### src/rtl/random_display.sv
`default_nettype none
// ============================================================================
// Module   : random_display
// Brief    : Debounced pushbutton starts a "dice roll" of LFSR nibbles shown
//            on one active-low 7-segment digit, then holds the last value.
//            Optional DP-lit-while-rolling: define RANDOM_DISPLAY_DP_EN.
// Revision : 1.0 - initial release
// ============================================================================
module random_display #(
   parameter int DEBOUNCE_CYCLES = 500000,
   parameter int STEP_CYCLES     = 2500000,
   parameter int ROLL_STEPS      = 16
) (
   input  logic       clk_in,
   input  logic       reset_n_in,
   input  logic [3:0] rand_in,
   input  logic       btn_n_in,
   output logic [7:0] seg_out,
   output logic [3:0] value_out,
   output logic       busy_out,
   output logic       done_out
);

   localparam int c_DB_W   = (DEBOUNCE_CYCLES > 1) ? $clog2(DEBOUNCE_CYCLES) : 1;
   localparam int c_STEP_W = (STEP_CYCLES > 1) ? $clog2(STEP_CYCLES) : 1;
   localparam int c_ROLL_W = (ROLL_STEPS > 1) ? $clog2(ROLL_STEPS) : 1;

   localparam logic [c_DB_W-1:0]   c_DB_LAST   = c_DB_W'(DEBOUNCE_CYCLES - 1);
   localparam logic [c_DB_W-1:0]   c_DB_ONE    = c_DB_W'(1);
   localparam logic [c_STEP_W-1:0] c_STEP_LAST = c_STEP_W'(STEP_CYCLES - 1);
   localparam logic [c_STEP_W-1:0] c_STEP_ONE  = c_STEP_W'(1);
   localparam logic [c_ROLL_W-1:0] c_ROLL_LAST = c_ROLL_W'(ROLL_STEPS - 1);
   localparam logic [c_ROLL_W-1:0] c_ROLL_ONE  = c_ROLL_W'(1);

   typedef enum logic [0:0] {
      ST_IDLE = 1'b0,
      ST_ROLL = 1'b1
   } state_t;

   // ------------------------------------------------------------------------
   // Button synchronizer and debouncer
   // ------------------------------------------------------------------------
   logic              r_sync_1;
   logic              r_sync_2;
   logic              r_btn_db;
   logic [c_DB_W-1:0] r_db_cnt;
   logic              w_differ;
   logic              w_accept;
   logic              w_press;

   assign w_differ = (r_sync_2 != r_btn_db);
   assign w_accept = w_differ && (r_db_cnt == c_DB_LAST);
   // Accepting while the debounced level is still high means it falls now.
   assign w_press  = w_accept && r_btn_db;

   always_ff @(posedge clk_in) begin
      if (!reset_n_in) begin
         r_sync_1 <= 1'b1;
         r_sync_2 <= 1'b1;
         r_btn_db <= 1'b1;
         r_db_cnt <= '0;
      end else begin
         r_sync_1 <= btn_n_in;
         r_sync_2 <= r_sync_1;
         if (!w_differ) begin
            r_db_cnt <= '0;
         end else if (w_accept) begin
            r_btn_db <= r_sync_2;
            r_db_cnt <= '0;
         end else begin
            r_db_cnt <= r_db_cnt + c_DB_ONE;
         end
      end
   end

   // ------------------------------------------------------------------------
   // Roll sequencer
   // ------------------------------------------------------------------------
   state_t              r_state;
   state_t              w_state_next;
   logic [c_STEP_W-1:0] r_timer;
   logic [c_STEP_W-1:0] w_timer_next;
   logic [c_ROLL_W-1:0] r_step;
   logic [c_ROLL_W-1:0] w_step_next;
   logic [3:0]          r_value;
   logic [3:0]          w_value_next;
   logic                r_done;
   logic                w_done_next;

   always_ff @(posedge clk_in) begin
      if (!reset_n_in) begin
         r_state <= ST_IDLE;
         r_timer <= '0;
         r_step  <= '0;
         r_value <= 4'h0;
         r_done  <= 1'b0;
      end else begin
         r_state <= w_state_next;
         r_timer <= w_timer_next;
         r_step  <= w_step_next;
         r_value <= w_value_next;
         r_done  <= w_done_next;
      end
   end

   always_comb begin
      w_state_next = r_state;
      w_timer_next = r_timer;
      w_step_next  = r_step;
      w_value_next = r_value;
      w_done_next  = 1'b0;
      case (r_state)
         ST_IDLE: begin
            if (w_press) begin
               w_state_next = ST_ROLL;
               w_timer_next = '0;
               w_step_next  = '0;
            end
         end
         ST_ROLL: begin
            // Presses seen here are deliberately dropped, not queued.
            if (r_timer == c_STEP_LAST) begin
               w_timer_next = '0;
               w_value_next = rand_in;
               if (r_step == c_ROLL_LAST) begin
                  w_state_next = ST_IDLE;
                  w_step_next  = '0;
                  w_done_next  = 1'b1;
               end else begin
                  w_step_next = r_step + c_ROLL_ONE;
               end
            end else begin
               w_timer_next = r_timer + c_STEP_ONE;
            end
         end
         default: begin
            w_state_next = ST_IDLE;
         end
      endcase
   end

   assign busy_out  = (r_state == ST_ROLL);
   assign done_out  = r_done;
   assign value_out = r_value;

   // ------------------------------------------------------------------------
   // 7-segment decode, active-low gfedcba
   // ------------------------------------------------------------------------
   logic [6:0] w_seg;

   always_comb begin
      w_seg = 7'h7F;
      case (r_value)
         4'h0: w_seg = 7'h40;
         4'h1: w_seg = 7'h79;
         4'h2: w_seg = 7'h24;
         4'h3: w_seg = 7'h30;
         4'h4: w_seg = 7'h19;
         4'h5: w_seg = 7'h12;
         4'h6: w_seg = 7'h02;
         4'h7: w_seg = 7'h78;
         4'h8: w_seg = 7'h00;
         4'h9: w_seg = 7'h10;
         4'hA: w_seg = 7'h08;
         4'hB: w_seg = 7'h03;
         4'hC: w_seg = 7'h46;
         4'hD: w_seg = 7'h21;
         4'hE: w_seg = 7'h06;
         4'hF: w_seg = 7'h0E;
         default: w_seg = 7'h7F;
      endcase
   end

`ifdef RANDOM_DISPLAY_DP_EN
   assign seg_out = {~busy_out, w_seg};
`else
   assign seg_out = {1'b1, w_seg};
`endif

endmodule
`default_nettype wire

### config.mk
export PLATFORM = sky130hd
export DESIGN_NAME = random_display
export DESIGN_NICKNAME = d
export VERILOG_FILES = /design/src/rtl/random_display.sv
export SDC_FILE = /design/constraint.sdc
export NUM_CORES = 1
export LEC_CHECK = 0
export ABC_AREA = 1
export BUFFER_PORTS_ARGS = -buffer_cell sky130_fd_sc_hd__buf_2
export CORE_MARGIN = 1.5
export CORE_UTILIZATION = 60
export CTS_BUF_LIST = sky130_fd_sc_hd__clkbuf_16
export DETAILED_ROUTE_END_ITERATION = 16
export PLACE_DENSITY = 0.79
export SLEW_MARGIN = 20
export SYNTH_ARGS = -nofsm -noshare
export SYNTH_HDL_FRONTEND = slang
export SYNTH_SLANG_ARGS = --single-unit
### constraint.sdc
create_clock -name clk_in -period 3 [get_ports clk_in]
set_clock_uncertainty 0.2 [all_clocks]
set_input_delay 0 -clock clk_in [delete_from_list [all_inputs] [get_ports clk_in]]
set_output_delay 0 -clock clk_in [all_outputs]
set_load 0.02 [all_outputs]
==> results.ini <==
[synth]
syn_inst=509
synth_top_area_share=0.349
synth-edff-count=0
syn_nets=525
synthFlopType=dfxtp_1
synth_warnings=0
yosysSeqAreaShare=0.349
synth_cell_types=42
synth_seq_cells=61
netlist_top_cells_count=127 x nand2_1, 61 x dfxtp_1, 54 x inv_1, 49 x nand3_1, 45 x nor2_1
syn-mean-instance-area_um2=6.88
yosys-top-cells-area=dfxtp_1 35%, nand2_1 14%, nand3_1 7.0%
synth_most_common_cell=nand2_1
netlist_area_um2=3500
synthArstFlopShare=0
synth_top_cell_by_area=dfxtp_1

[worst_setup_path]
cp.arrival_ns=2.62
cpLargestDelayFamily=simple AND/OR/NAND/NOR gates
r2r_slack_ns=0.41
cp-end-kind=flip-flop
worst-path-buf-inv=2
crit_path_start=r_timer[0]$_SDFFE_PN0P_
critPathMaxStageDelay_ns=0.36
slowest_stage=dfxtp_1
r2r-start=r_timer[0]$_SDFFE_PN0P_
crit_chain=ha_1 -> nand2_2 -> nor2_8 -> nand2_4 -> nor2_8 -> nand3_4 -> nand2_1 -> nand3_1 -> inv_1 -> ha_1 -> inv_1 -> nand4_1 -> nand3_1 -> nand2_1
worst_r2r_path_depth=14
rr_endpoint=w_seg[3]$_DFF_P_
startpoint_type=flip-flop
critPathRequiredTime_ns=3.03
crit_fanout=8
critPathKind=flip-flop to flip-flop

[clocking]
cts.path.max_buffers=2
postCtsResizedCells=0
cts_made_buffers=9
clkSlewWorstSetupHoldPaths_ns=0.05
clock_latency_ns=0.33
cts_tree=built
h-tree-depth=3
cts_root_buffer=clkbuf_16
cts_sinks=61

[sta]
layout_min_cycle_time_ns=2.59
slew_violations=0
tightest_slew_ns=0.570
setup_ws_ns=0.409
relSlewSlack=0.620
max_freq_mhz=386
final_hold_viol_count=0
rsz0062_at_grt=no
finalSetupViolations=0
timing.hold.ws_ns=0.00364
finalCritPeriodShare=0.864
fin_setup_tns_ns=0

[place]
gp_congestion=0.869
portBuffers=19
dp.cells=588
detailed_place_hpwl_um=5170
placed_area_um2=3630
post-place-ws_ns=0.443

[global_routing]
grt_pass1_vias=3059
grt_max_degree=26
overflow=0
antenna_found_initial=0
grt_util_all_layers=0.269
grt_pass1_wl_um=13400

[die]
core_area_um2=5570
die_y_um=79.4
die_x_um=79.4
dieArea_um2=6300
start_util=0.628
ios=21
fp-row-count=27

[hold_path]
hold_path_depth=5
min_from=rand_in[1]
hp-class=primary input to flip-flop
whs_endpoint=value_out[1]$_SDFFE_PN0N_

[pwr]
leakage_nw=1.69
ir_drop_mv=0.357
internal_power_mw=1.46
power_per_cell_area_nw_per_um2=468
finalPower_mw=1.85
clockPowerShare=0.546
pwr-share-seq=0.439
power.switching_mw=0.393
swShare=0.212
combPwrFrac=0.015

[routing]
drc=0
routed_wl_um=7670
wire_per_inst_um=12.6
vias=3307
first_pass_iters=5
antenna_left=0
vias_per_cell=5.44
drtIter0Drc=196

[final_layout]
final_cells=608
postLayoutCellArea_um2=3960
diodes=0
final_core_util=0.710
layout-drive-gt1-share=0.162
fillers=476
areaGrowthSynthToFinish_pct=13.0
final_nets=547

[outcome]
status=finished, final reports clean

[run]
max_cap_violations=0

[cell type report]
cell class / instances / area [um2] / area share
flip-flops and latches: 61 / 1220 / 0.309
clock inverters: 7 / 66.3 / 0.0168
repair buffers: 24 / 143 / 0.0360
multi-input cells: 365 / 1950 / 0.492
inverters: 70 / 265 / 0.0670
clock buffers: 9 / 225 / 0.0569
well taps: 72 / 90.1 / 0.0228
[sequential cells by signal, summed over array words and instances, names as in the netlist]
| signal | count |
|---|---|
| busy_out | 1 |
| value_out | 4 |
| done_out | 1 |
| r_timer | 22 |
| w_seg | 7 |
| r_sync_1 | 1 |
| r_sync_2 | 1 |
| r_btn_db | 1 |
| r_db_cnt | 19 |
| r_step | 4 |
[worst max-delay path by stage]
| stage | to | slack (ns) | cells after the start |
|---|---|---|---|
| after CTS | w_seg[3]$_DFF_P_ | 0.42 | 14 |
| after floorplan | w_seg[3]$_DFF_P_ | 0.69 | 14 |
| after global placement | w_seg[3]$_DFF_P_ | 0.54 | 14 |
| after detailed placement | w_seg[3]$_DFF_P_ | 0.44 | 14 |
| final | w_seg[3]$_DFF_P_ | 0.41 | 14 |
| after global routing | w_seg[3]$_DFF_P_ | 0.17 | 14 |
[what timing repair did]
item,in CTS,in global routing
hold buffers,4,0
buffers inserted,0,0
endpoints found under the hold margin,9,0
[cells in the final DEF (no fill, tap or decap), types with 13 or more instances in the layout]
master   instances
a21oi_1         31
buf_2           19
dfxtp_1         61
inv_1           54
inv_2           13
nand2_1        127
nand3_1         49
nand4_1         23
nor2_1          45
o21ai_0         17
[worst register-to-register path, delay by kind of cell, from the launching register on]
kind	cells	cell delay, ns
adder cells (fa/ha/maj)	2	0.46
buffers and inverters	2	0.27
flip-flops	1	0.36
AND/OR/NAND/NOR	10	1.19
[cells by family after synthesis]
family / after synthesis / share of synthesized area
AOI/OAI and AO/OA: 58 / 0.0900
xor gates and xnor gates: 6 / 0.0150
adders and majority gates: 9 / 0.0322
buffers and inverters: 83 / 0.0954
DFF: 61 / 0.349
other: 1 / 0.00107
and+or+nand+nor: 291 / 0.418
[layer usage]
metal / up-vias / wire, um / track usage
li1: 1703 / - / -
met1: 1491 / 3500 / 0.337
met2: 97 / 3640 / 0.451
met3: 16 / 404 / 0.0651
met4: 0 / 127 / 0.0912
met5: - / 0 / 0
[power by group through the flow]
stage / Combinational (mW) / Sequential [mW] / Clock (mW)
finish: 0.0277 / 0.813 / 1.01
global route: 0.0298 / 0.813 / 1.05
CTS: 0.0274 / 0.813 / 1.02
detailed placement: 0.0242 / 0.830 / 0
global placement: 0.0239 / 0.830 / 0
floorplan: 0.0174 / 0.830 / 0
(Power assumes the default switching activity.)
